[src/rtl/glitch_scheduler.sv]
// Fault-injection campaign scheduler: after a trigger, waits a programmed delay,
// then emits a train of glitch pulses on one of two registered injector enables.
module glitch_scheduler #(
    parameter int DELAY_W = 16,
    parameter int LEN_W   = 8
) (
    input  logic               clk,
    input  logic               reset,
    input  logic               cfg_valid,
    output logic               cfg_ready,
    input  logic [DELAY_W-1:0] cfg_delay,
    input  logic [LEN_W-1:0]   cfg_len,
    input  logic [LEN_W-1:0]   cfg_gap,
    input  logic [LEN_W-1:0]   cfg_count,
    input  logic               cfg_mode,
    input  logic               trigger,
    input  logic               abort,
    output logic               glitch_enable,
    output logic               glitch_enable_specific,
    output logic               busy,
    output logic               done,
    output logic [LEN_W-1:0]   pulse_idx,
    output logic [2:0]         fsm_state
);

    // Config handshake: a configuration is taken on any rising edge where
    // cfg_valid and cfg_ready are both high; cfg_ready is high only in IDLE.
    typedef enum logic [2:0] {
        IDLE   = 3'd0,
        ARMED  = 3'd1,
        DELAY  = 3'd2,
        GLITCH = 3'd3,
        GAP    = 3'd4
    } state_t;

    state_t             state;
    logic [DELAY_W-1:0] delay_q;
    logic [DELAY_W-1:0] delay_cnt;
    logic [LEN_W-1:0]   len_q;
    logic [LEN_W-1:0]   gap_q;
    logic [LEN_W-1:0]   count_q;
    logic [LEN_W-1:0]   len_cnt;
    logic               mode_q;
    logic [LEN_W-1:0]   pulse_next;

    assign pulse_next = pulse_idx + LEN_W'(1);
    assign cfg_ready  = (state == IDLE);
    assign busy       = (state != IDLE);
    assign fsm_state  = state;

    // Counters count down to zero and stop, so no field value can wrap.
    always_ff @(posedge clk or posedge reset) begin
        if (reset) begin
            state                  <= IDLE;
            delay_q                <= '0;
            delay_cnt              <= '0;
            len_q                  <= '0;
            gap_q                  <= '0;
            count_q                <= '0;
            len_cnt                <= '0;
            mode_q                 <= 1'b0;
            pulse_idx              <= '0;
            done                   <= 1'b0;
            glitch_enable          <= 1'b0;
            glitch_enable_specific <= 1'b0;
        end else begin
            done <= 1'b0;
            if (abort) begin
                state                  <= IDLE;
                glitch_enable          <= 1'b0;
                glitch_enable_specific <= 1'b0;
            end else begin
                case (state)
                    IDLE: begin
                        if (cfg_valid) begin
                            delay_q   <= cfg_delay;
                            len_q     <= (cfg_len == '0) ? LEN_W'(1) : cfg_len;
                            gap_q     <= cfg_gap;
                            count_q   <= (cfg_count == '0) ? LEN_W'(1) : cfg_count;
                            mode_q    <= cfg_mode;
                            pulse_idx <= '0;
                            state     <= ARMED;
                        end
                    end
                    ARMED: begin
                        if (trigger) begin
                            delay_cnt <= delay_q;
                            state     <= DELAY;
                        end
                    end
                    DELAY: begin
                        if (delay_cnt == '0) begin
                            state                  <= GLITCH;
                            len_cnt                <= len_q - LEN_W'(1);
                            glitch_enable          <= ~mode_q;
                            glitch_enable_specific <= mode_q;
                        end else begin
                            delay_cnt <= delay_cnt - DELAY_W'(1);
                        end
                    end
                    GLITCH: begin
                        if (len_cnt == '0) begin
                            pulse_idx <= pulse_next;
                            if (pulse_next == count_q) begin
                                state                  <= IDLE;
                                done                   <= 1'b1;
                                glitch_enable          <= 1'b0;
                                glitch_enable_specific <= 1'b0;
                            end else if (gap_q == '0) begin
                                // Zero gap: reload and keep the enable high.
                                len_cnt <= len_q - LEN_W'(1);
                            end else begin
                                state                  <= GAP;
                                len_cnt                <= gap_q - LEN_W'(1);
                                glitch_enable          <= 1'b0;
                                glitch_enable_specific <= 1'b0;
                            end
                        end else begin
                            len_cnt <= len_cnt - LEN_W'(1);
                        end
                    end
                    GAP: begin
                        if (len_cnt == '0) begin
                            state                  <= GLITCH;
                            len_cnt                <= len_q - LEN_W'(1);
                            glitch_enable          <= ~mode_q;
                            glitch_enable_specific <= mode_q;
                        end else begin
                            len_cnt <= len_cnt - LEN_W'(1);
                        end
                    end
                    default: begin
                        state                  <= IDLE;
                        glitch_enable          <= 1'b0;
                        glitch_enable_specific <= 1'b0;
                    end
                endcase
            end
        end
    end

endmodule

[config.mk]
export PLATFORM = sky130hd
export DESIGN_NAME = glitch_scheduler
export DESIGN_NICKNAME = d
export VERILOG_FILES = /design/src/rtl/glitch_scheduler.sv
export SDC_FILE = /design/constraint.sdc
export NUM_CORES = 1
export LEC_CHECK = 0
export CORE_MARGIN = 1.5
export CORE_UTILIZATION = 38
export DETAILED_ROUTE_END_ITERATION = 10
export PLACE_DENSITY = 0.57
export SLEW_MARGIN = 20
export SYNTH_ARGS = -nofsm -noshare
export SYNTH_HDL_FRONTEND = slang
export SYNTH_SLANG_ARGS = --single-unit
[constraint.sdc]
create_clock -name clk -period 3.57 [get_ports clk]
set_clock_uncertainty 0.1 [all_clocks]
set_input_delay 0.357 -clock clk [delete_from_list [all_inputs] [get_ports clk]]
set_output_delay 0.357 -clock clk [all_outputs]
set_load 0.05 [all_outputs]
* Word level (Yosys, flattened, before mapping) *
Index checks and enable logic that the tools add are counted.

operators by class
  add/sub/neg operators = 5
  equal/unequal tests = 18
  muxes and demuxes = 38
  bitwise operators = 2
  reduce and logical (&&, ||, !) cells = 17

operators by type and width
  cell                                                                   number
  8-bit two-way mux                                                      9
  8-bit zero test                                                        4
  16-bit two-way mux                                                     2
  16-bit case mux with 2 select lines                                    1
  3-bit two-way mux                                                      8
  8-bit case mux with 3 select lines                                     1
  8-bit by 1-bit subtractor with 8-bit output (second input constant)    3
  16-bit zero test                                                       1
  8-bit case mux with 2 select lines                                     1
  16-bit by 1-bit subtractor with 16-bit output (second input constant)  1
  3-bit != test (second input constant)                                  5
  3-bit case mux with 5 select lines                                     1
  1-bit two-way mux                                                      13
  4-bit AND reduction                                                    3
  2-bit != test (second input constant)                                  5
  8-bit by 1-bit adder with 8-bit output (second input constant)         1
  8-bit == test                                                          1
  1-bit case mux with 4 select lines                                     2
  3-bit by 2-bit == test with 1-bit output (second input constant)       2
  6-bit AND reduction                                                    1
  3-bit nonzero test                                                     2
  5-bit AND reduction                                                    1
  4-bit != test (second input constant)                                  1
  2-bit nonzero test                                                     2
  8 further kinds                                                        9

word-level totals
  register bits = 79
  output and inout bits = 16

* Longest topological paths before layout *
Gate-level depths: netlist of the first run.

  depth in word-level cells = 6
  gate-level depth with buffers = 10

* Worst setup path after synthesis of the first run *
Ideal clock, no wire load.

  path kind = register to register
  start point = register state[1] (netlist: fsm_state[1])
  end point = register count_q[6]
  arrival = 2.943 ns
  data required time = 3.345 ns
  setup slack = 0.402 ns
  stages on the path, launching flop included = 8
  clock period less this slack = 3.168 ns
  cell sequence = dfrtp_1 > clkbuf_1 > or3_1 > inv_1 > nand3b_1 > clkbuf_1 > clkbuf_1 > mux2_2

between the ends
  word-level cells in the longest chain between the ends = 2

ends and longest elaborated chain
  what                                  RTL line  source
  start: declaration                    36        state_t state;
  start signal: assignment              54        state <= IDLE;
  start signal: assignment              69        state <= IDLE;
  start signal: assignment              82        state <= ARMED;
  3-bit zero test                       --
  named net cfg_ready                   10        output logic cfg_ready,
  3-bit AND reduction (no source line)  --
  end signal: assignment                79        count_q <= (cfg_count == '0) ? LEN_W'(1) : cfg_count;
  end: declaration                      41        logic [LEN_W-1:0] count_q;

The timed path passes the listed nets, and every way through them passes these cells.
A chain may end at the register's enable or synchronous reset.

* Worst setup path in the final report of the first run *
  start point = register pulse_idx[0]
  end point = register len_cnt[4]

between the ends
  word-level cells in the longest chain between the ends = 4

ends and longest elaborated chain
  what                                    RTL line  source
  start: declaration                      22        output logic [LEN_W-1:0] pulse_idx,
  start signal: assignment                103       pulse_idx <= pulse_next;
  8-bit by 1-bit adder with 8-bit output  46        assign pulse_next = pulse_idx + LEN_W'(1);
  8-bit == test                           104       if (pulse_next == count_q) begin
  3-bit != test (no source line)          --
  4-bit AND reduction (no source line)    --
  end signal: assignment                  111       len_cnt <= len_q - LEN_W'(1);
  end signal: assignment                  114       len_cnt <= gap_q - LEN_W'(1);
  end signal: assignment                  119       len_cnt <= len_cnt - LEN_W'(1);
  end: declaration                        42        logic [LEN_W-1:0] len_cnt;

Every way passes these cells.

==> results of run 1 <==
-- worst register-to-register path: stages (launching register included) --
cell,delay [ns]
dfrtp_1,0.47
ha_1,0.32
and3_1,0.24
nand3_1,0.15
xnor2_1,0.22
o2111ai_1,0.34
o31ai_4,0.55
mux2_2,0.40
-- area by class of cell --
class                           instances  area share
Clock buffer                            9      0.0408
Clock inverter                          7      0.0129
Inverter                               18      0.0122
Multi-Input combinational cell        339       0.422
Sequential cell                        79       0.358
Tap cell                              143      0.0324
Timing Repair Buffer                   68       0.122
-- synth_stat cells (3+ instances only) --
master,count,area share
buf_6,3,0.0075
a31oi_1,7,0.0098
mux2i_1,3,0.0067
o21ai_0,21,0.023
nand2_1,32,0.027
a22oi_1,4,0.0067
o22a_1,5,0.0098
nor4_1,9,0.013
clkbuf_1,20,0.017
nor3b_1,6,0.010
a21oi_1,28,0.031
nand4_1,5,0.0070
o22ai_1,7,0.0098
nor2b_1,5,0.0070
xor2_1,7,0.014
nor3_1,17,0.019
dfrtp_1,79,0.44
a221oi_1,4,0.0078
ha_1,8,0.022
inv_1,18,0.015
mux2_2,44,0.11
nand3_1,13,0.014
o221ai_1,3,0.0059
or4_1,3,0.0050
o2111ai_1,3,0.0059
nor2_1,37,0.031
nand3b_1,4,0.0067
xnor2_1,16,0.031
o21ai_1,8,0.0089
-- per-stage QoR --
step	cells	hold WS, ns	power [mW]
2_1_floorplan	460	0.359	3.10
3_3_place_gp	647	0.377	3.59
3_5_place_dp	647	0.396	3.64
4_1_cts	663	0.356	4.57
5_1_grt	663	0.381	4.89
6_report	663	0.326	4.55
-- worst paths after layout --
kind                                     startpoint  slack, ns                       end
max                        pulse_idx[0]$_DFFE_PP0P_       0.67    len_cnt[4]$_DFFE_PP0P_
min                                           reset       0.33      len_q[5]$_DFFE_PP0P_
max reg2reg                pulse_idx[0]$_DFFE_PP0P_       0.67    len_cnt[4]$_DFFE_PP0P_
min reg2reg                  len_cnt[3]$_DFFE_PP0P_       0.41    len_cnt[3]$_DFFE_PP0P_
max in group asynchronous                     reset       2.70  pulse_idx[5]$_DFFE_PP0P_
min in group clk             len_cnt[3]$_DFFE_PP0P_       0.41    len_cnt[3]$_DFFE_PP0P_
-- registers in the layout, summed over array words and instances (netlist names) --
signal / cells
len_q: 8
done: 1
pulse_idx: 8
count_q: 8
glitch_enable_specific: 1
gap_q: 8
delay_cnt: 16
mode_q: 1
delay_q: 16
glitch_enable: 1
fsm_state: 3
len_cnt: 8
-- cells by family after synthesis --
group | count (synthesis) | share of synthesized area
flops | 79 | 0.440
buf+inv | 42 | 0.0404
fa+ha+maj | 8 | 0.0223
compound gates | 113 | 0.164
mux | 47 | 0.117
xor+xnor | 23 | 0.0449
simple gates | 148 | 0.171
-- metal layers --
layer	wire length, um	track usage	vias to the layer above
met4	151	0.0658	0
li1	-	-	1793
met1	5240	0.249	1807
met3	513	0.0354	10
met5	0	0	-
met2	4700	0.264	66
-- where the power goes --
group	internal [mW]	switching, mW	total, mW	leakage, nW
Combinational	0.907	1.01	1.92	1.14
Sequential	1.29	0.421	1.71	0.962
Clock	0.541	0.382	0.923	0.138
Total	2.74	1.81	4.55	2.24
==> flow_summary.yaml, run 1 <==
grt:
  grt_max_degree: 80
  grt_pass1_vias: 3566
  antenna_found_initial: 0
  grt_pass1_wl_mm: 17.7
  grt_usage: 0.175
  grt.overflow.total: 0
setup_path:
  cpPeakStageDelay_ns: 0.55
  endpoint_kind: "flop"
  cp.depth: 7
  cp-start-kind: "flop"
  crit_buf_inv: 0
  crit_type: "reg -> reg"
  cp_cell_sequence: "ha_1, and3_1, nand3_1, xnor2_1, o2111ai_1, o31ai_4, mux2_2"
  cp_top_family: "compound AO/OA/AOI/OAI gates"
  cp.required_ns: 3.69
  critPathSlowestCell: "o31ai_4"
  cp_max_fo: 8
  cp_data_arrival_time_ns: 3.02
  worst-r2r-cell-count: 7
die:
  num_io_pins: 62
  fp.coreArea_mm2: 0.0115
  die_h_um: 112
  rows: 39
  die_x_um: 112
  dieArea_mm2: 0.0125
  start_util: 0.391
clock_network:
  hold_buffers: 0
  post-cts-setup-buffer-count: 0
  cts_tree: "yes"
  numCtsBuffers: 9
  insertion_delay_ns: 0.34
  clkTransAtPathRegs_ns: 0.06
  cts.repair.resized: 0
  htree_levels: 3
  clockRootBuffer: "clkbuf_16"
  clkSinkCount: 79
  clk_path_buf_depth: 2
timing:
  slew_headroom: 0.444
  post-route-period-util: 0.812
  fin_crit_ns: 2.90
  rsz0062_at_grt: "false"
  maxSlewViolCount: 0
  tightestPinTransition_ns: 0.826
  tns_ns: 0
  setup_viol_count_final: 0
  max_freq_mhz: 345
  finalHoldViolations: 0
  setup_slack_ns: 0.672
synth:
  syn_avg_cell_area_um2: 9.76
  syn_inst: 460
  netlist_area_mm2: 0.00449
  syn_nets: 514
  yosysSeqAreaShare: 0.440
  synthDistinctLibCells: 58
  synth_edf_count: 0
  async_reset_ff_frac: 1.00
  synth-seq-cells: 79
  synth_ff_type: "dfrtp_1"
  yosysWarnings: 0
detailed_routing:
  drc: 0
  vias_per_cell: 5.54
  vias: 3676
  wl_per_cell_um: 16.0
  drtIter0Drc: 159
  drtAntennaViolNets: 0
  drt-pass1-iter-count: 4
  drt-total-wl_mm: 10.6
layout:
  multiInputGateArea_mm2: 0.00233
  fin_util: 0.482
  layout_commonest_cell: "dfrtp_1"
  area_growth_pct: 23.1
  n_antenna_cell: 0
  fin_area_mm2: 0.00553
  drive_gt1_frac: 0.146
  nFillCells: 1070
  layout_common_cells: "dfrtp_1, clkdlybuf4s50_1, mux2_2, nor2_1, nand2_1"
  fin_nets: 569
  regArea_mm2: 0.00198
power_and_ir_drop:
  power.density_mw_per_mm2: 823
  ir_drop_v: 0.000297
  p_leak_nw: 2.24
placed_design:
  place_area_mm2: 0.00523
  hpwl_mm: 7.57
  place_ws_ns: 0.717
  io_buffers: 61
  place_congestion: 0.811
run:
  maxCapViolations: 0
status:
  status: "finished, final reports clean"
hold_path:
  hold_class: "in -> async"
No activity file was read; power rests on OpenSTA's default activity.
==> run 2, diff against run 1 <==
--- a/config.mk
+++ b/config.mk
@@ -8,7 +8,7 @@
 export CORE_MARGIN = 1.5
 export CORE_UTILIZATION = 38
 export DETAILED_ROUTE_END_ITERATION = 10
-export PLACE_DENSITY = 0.57
+export PLACE_DENSITY = 0.59
 export SLEW_MARGIN = 20
 export SYNTH_ARGS = -nofsm -noshare
 export SYNTH_HDL_FRONTEND = slang
==> constraint.sdc (replaced) <==
create_clock -name clk -period 2.6 [get_ports clk]
set_clock_uncertainty 0.1 [all_clocks]
set_input_delay 0.26 -clock clk [delete_from_list [all_inputs] [get_ports clk]]
set_output_delay 0.26 -clock clk [all_outputs]
set_load 0.05 [all_outputs]
==> run 2 against run 1 <==
Compared with the run above: design area rose by 4.8%; setup slack got worse by 0.57 ns; sequential power rose by 34%; non-clock buffer count increased by 23; critical path depth is 1 lower; first-iteration DRC count up 62%; die area unchanged; worst hold slack worse by 0.10 ns; wire length grew 3.6%; combinational power rose by 53%; core utilization rose by 2.3 points; largest power group unchanged; highest routed layer unchanged.
==> flow_summary.yaml, run 2 (same netlist as run 1, synthesis figures left out) <==
setup_path:
  endpoint_kind: "flop"
  cp.required_ns: 2.71
  cp_data_arrival_time_ns: 2.61
  cp-start-kind: "flop"
  cp_max_fo: 8
  crit_type: "reg -> reg"
  cp-startpoint: "len_cnt[5]$_DFFE_PP0P_"
  r2r_start: "len_cnt[5]$_DFFE_PP0P_"
placed_design:
  place_congestion: 0.869
  hpwl_mm: 7.74
  place_area_mm2: 0.00540
  io_buffers: 61
timing:
  post-route-period-util: 0.962
  setup_viol_count_final: 0
  finalHoldViolations: 0
  max_freq_mhz: 400
  hold-worst-slack_ns: 0.224
  slew_headroom: 0.467
  fin_crit_ns: 2.50
  maxSlewViolCount: 0
  tightestPinTransition_ns: 0.796
grt:
  grt_pass1_vias: 3689
  grt_max_degree: 80
  grt_pass1_wl_mm: 18.5
  grt.overflow.total: 0
  antenna_found_initial: 0
  grt_usage: 0.184
die:
  rows: 39
  die_x_um: 112
  num_io_pins: 62
  die_h_um: 112
  dieArea_mm2: 0.0125
  fp.coreArea_mm2: 0.0115
  start_util: 0.391
clock_network:
  clkTransAtPathRegs_ns: 0.06
  clk_path_buf_depth: 2
  hold_buffers: 0
  numCtsBuffers: 9
  htree_levels: 3
  cts_tree: "yes"
  clockRootBuffer: "clkbuf_16"
  insertion_delay_ns: 0.35
  clkSinkCount: 79
status:
  status: "finished, final reports clean"
detailed_routing:
  drt-total-wl_mm: 11.0
  drtAntennaViolNets: 0
  wl_per_cell_um: 16.0
  drt-pass1-iter-count: 4
  drtIter0Drc: 257
  vias_per_cell: 5.49
  drc: 0
  vias: 3769
power_and_ir_drop:
  pwr-share-comb: 0.443
  internal_power_mw: 4.07
  p_switching_mw: 2.54
  seq_power_share: 0.346
  p_leak_nw: 2.36
  ir_drop_v: 0.000656
  power.density_mw_per_mm2: 1140
  swShare: 0.384
  p_clk_frac: 0.211
layout:
  nFillCells: 1088
  area_growth_pct: 29.0
  n_antenna_cell: 0
  drive_gt1_frac: 0.210
  multiInputGateArea_mm2: 0.00238
  layout_common_cells: "dfrtp_1, clkdlybuf4s50_1, mux2_2, nor2_1, nand2_1"
  fin_nets: 592
  fin_area_mm2: 0.00579
  layout_commonest_cell: "dfrtp_1"
  regArea_mm2: 0.00198
  top_regs: "delay_cnt x16, delay_q x16"
run:
  maxCapViolations: 0
hold_path:
  hold_class: "in -> async"
run 2: changes by cell type in the layout (fill, tap and decap cells not counted), moves of 2 or more:
cell / before / now
buf_4: 6 / 29
dfrtp_1: 79 / 73
dfrtp_2: 0 / 6
clkinv_2: 2 / 0
mux2_2: 44 / 42
mux2_4: 0 / 2
or3_1: 2 / 0
or3_4: 0 / 2
run 2: through the flow:
step | instances | setup WS [ns] | total power [mW] | utilization | setup TNS, ns
after CTS | 682 | 0.0219 | 6.60 | 0.500 | 0
after global placement | 666 | 0.0790 | 5.09 | 0.471 | 0
after floorplan | 460 | -0.240 | 4.30 | - | -1.56
final | 686 | 0.0976 | 6.60 | 0.505 | 0
after global routing | 686 | -0.0215 | 7.10 | 0.505 | -0.0384
after detailed placement | 666 | 0.0431 | 5.16 | 0.471 | 0
run 2: worst max-delay path, cell delays in order (launching register included):
cell,delay (ns)
dfrtp_1,0.38
or4_4,0.55
or4b_4,0.59
or3_4,0.35
and2_4,0.20
o21ai_2,0.13
o21ai_1,0.07
run 2: final cells by class:
cell class / instances / area share
Multi-Input combinational cell: 339 / 0.410
Tap cell: 143 / 0.0309
Inverter: 18 / 0.0123
Clock inverter: 6 / 0.0158
Sequential cell: 79 / 0.343
Timing Repair Buffer: 91 / 0.147
Clock buffer: 10 / 0.0413
run 2: routing by layer:
| layer | global-route usage | vias up | wire, um |
|---|---|---|---|
| met5 | 0 | - | 0 |
| met4 | 0.0692 | 0 | 50 |
| met3 | 0.0278 | 4 | 525 |
| met2 | 0.275 | 84 | 5090 |
| met1 | 0.269 | 1843 | 5320 |
| li1 | - | 1838 | - |
run 2: timing repair:
item,in CTS,in global routing
resized for setup,0,6
setup endpoints to repair,0,16
buffers inserted,0,4
run 2: power groups by stage:
stage | Sequential, mW | Combinational (mW) | Clock (mW)
after global routing | 2.38 | 3.24 | 1.48
after floorplan | 2.26 | 2.04 | 0
after CTS | 2.28 | 2.89 | 1.43
after global placement | 2.28 | 2.82 | 0
final | 2.29 | 2.93 | 1.39
after detailed placement | 2.30 | 2.87 | 0
run 2: path summary, 6_finish.rpt:
check	to	slack, ns	depth (start not counted)
min in group clk	glitch_enable$_DFFE_PP0P_	0.41	1
max in group asynchronous	pulse_idx[2]$_DFFE_PP0P_	1.80	3
min reg2reg	glitch_enable$_DFFE_PP0P_	0.41	1
max	pulse_idx[4]$_DFFE_PP0P_	0.1	6
min	len_q[6]$_DFFE_PP0P_	0.22	3
max reg2reg	pulse_idx[4]$_DFFE_PP0P_	0.1	6
==> run 3, diff against run 2 <==
--- a/config.mk
+++ b/config.mk
@@ -5,7 +5,6 @@
 export SDC_FILE = /design/constraint.sdc
 export NUM_CORES = 1
 export LEC_CHECK = 0
-export CORE_MARGIN = 1.5
 export CORE_UTILIZATION = 38
 export DETAILED_ROUTE_END_ITERATION = 10
 export PLACE_DENSITY = 0.59
==> run 3 against run 2 <==
Compared with the run above: die area decreased by 1.8%; first-iteration DRC count decreased by 12%; wire length increased by 0.32%; combinational power decreased by 1%; setup slack got worse by 0.033 ns; critical path depth unchanged; design area decreased by 0.22%; register-to-register slack got worse by 0.03 ns; power decreased by 1.0%; largest power group unchanged; sequential cell count unchanged.
==> flow_summary.yaml, run 3 (same netlist as run 1, synthesis figures left out) <==
layout:
  fin_nets: 589
  top_regs: "delay_cnt x16, delay_q x16"
  multiInputGateArea_mm2: 0.00240
  regArea_mm2: 0.00198
  area_growth_pct: 28.7
  fin_util: 0.504
  n_antenna_cell: 0
  post_layout_nonfiller_instances: 683
  nFillCells: 1075
  layout_commonest_cell: "dfrtp_1"
  drive_gt1_frac: 0.207
  layout_common_cells: "dfrtp_1, clkdlybuf4s50_1, mux2_2, nor2_1, nand2_1"
grt:
  grt_usage: 0.188
  grt.overflow.total: 0
  grt_max_degree: 80
  grt_pass1_vias: 3758
  antenna_found_initial: 0
  grt_pass1_wl_mm: 18.6
setup_path:
  critPathSlowestCell: "or4b_4"
  r2r_start: "len_cnt[5]$_DFFE_PP0P_"
  cp_data_arrival_time_ns: 2.66
  cp-startpoint: "len_cnt[5]$_DFFE_PP0P_"
  cp_cell_sequence: "or4_4, or4b_4, or3_4, and2_4, o21ai_1, o31ai_1"
  cp_max_fo: 8
  cpPeakStageDelay_ns: 0.59
  crit_type: "reg -> reg"
  cp_top_family: "simple AND/OR/NAND/NOR gates"
  crit_buf_inv: 0
  cp-start-kind: "flop"
  endpoint_kind: "flop"
  cp.required_ns: 2.72
clock_network:
  htree_levels: 3
  clk_path_buf_depth: 2
  clkTransAtPathRegs_ns: 0.06
  numCtsBuffers: 9
  clkSinkCount: 79
  cts_tree: "yes"
  insertion_delay_ns: 0.34
  clockRootBuffer: "clkbuf_16"
timing:
  max_freq_mhz: 394
  tightestPinTransition_ns: 0.755
  finalHoldViolations: 0
  post-route-period-util: 0.975
  fin_crit_ns: 2.54
  maxSlewViolCount: 0
  tns_ns: 0
  slew_headroom: 0.495
  setup_slack_ns: 0.0645
  setup_viol_count_final: 0
power_and_ir_drop:
  p_leak_nw: 2.37
  p_clk_frac: 0.205
  power.density_mw_per_mm2: 1130
  internal_power_mw: 4.00
  swShare: 0.388
  pwr-share-comb: 0.442
  p_switching_mw: 2.54
  seq_power_share: 0.353
  ir_drop_v: 0.000541
  power_mw: 6.54
detailed_routing:
  drc: 0
  vias_per_cell: 5.45
  drtIter0Drc: 225
  drt-pass1-iter-count: 4
  drtAntennaViolNets: 0
  vias: 3723
  drt-total-wl_mm: 11.0
  wl_per_cell_um: 16.1
die:
  num_io_pins: 62
  fp.coreArea_mm2: 0.0115
  rows: 39
  dieArea_mm2: 0.0122
  die_h_um: 111
  die_x_um: 111
  start_util: 0.391
hold_path:
  hold_class: "in -> async"
placed_design:
  place_ws_ns: 0.0301
  place_congestion: 0.838
  placed_cells: 665
  hpwl_mm: 7.73
  io_buffers: 61
run:
  maxCapViolations: 0
status:
  status: "finished, final reports clean"
run 3: worst paths after layout:
kind | to | slack [ns] | cells past startpoint
worst min register to register | glitch_enable$_DFFE_PP0P_ | 0.40 | 1
worst max register to register | pulse_idx[6]$_DFFE_PP0P_ | 0.06 | 6
worst min-delay path | len_q[5]$_DFFE_PP0P_ | 0.22 | 3
worst max-delay path | pulse_idx[6]$_DFFE_PP0P_ | 0.06 | 6
min in group clk | glitch_enable$_DFFE_PP0P_ | 0.40 | 1
max in group asynchronous | fsm_state[2]$_DFFE_PP0P_ | 1.78 | 3
run 3: worst min-delay path, stage by stage:
cell and delay (ns):
clkdlybuf4s50_1 0.41, inv_2 0.07, buf_12 0.34
run 3: final cells by class:
cell class | count | share of cell area
clock buffers | 12 | 0.0461
repair buffers | 88 | 0.143
clock inverters | 4 | 0.00888
multi-input cells | 339 | 0.415
inverters | 18 | 0.0123
well taps | 143 | 0.0310
flip-flops and latches | 79 | 0.344
run 3: repair_timing:
item | CTS | global route
gates resized for setup | 1 | 10
hold buffers | 0 | 0
setup buffers | 0 | 2
setup endpoints to repair | 1 | 15
pin swaps | 0 | 4
run 3: layer usage:
metal	up-vias	part of all wire	track usage
met1	1799	0.51	0.270
met2	77	0.44	0.281
li1	1837	-	-
met4	0	0.015	0.0738
met3	10	0.039	0.0323
met5	-	0	0
run 3: power by group through the flow:
stage               clock [mW]  combinational, mW  sequential (mW)
finish                    1.34               2.89             2.30
global route              1.41               3.20             2.39
CTS                       1.37               2.83             2.29
detailed placement           0               2.83             2.31
global placement             0               2.77             2.29
floorplan                    0               2.04             2.26
run 3: per-stage QoR:
stage	cell area [um^2]	hold slack, ns
2_1_floorplan	4520	0.311
3_3_place_gp	5390	0.381
3_5_place_dp	5390	0.386
4_1_cts	5710	0.262
5_1_grt	5780	0.275
6_report	5780	0.225
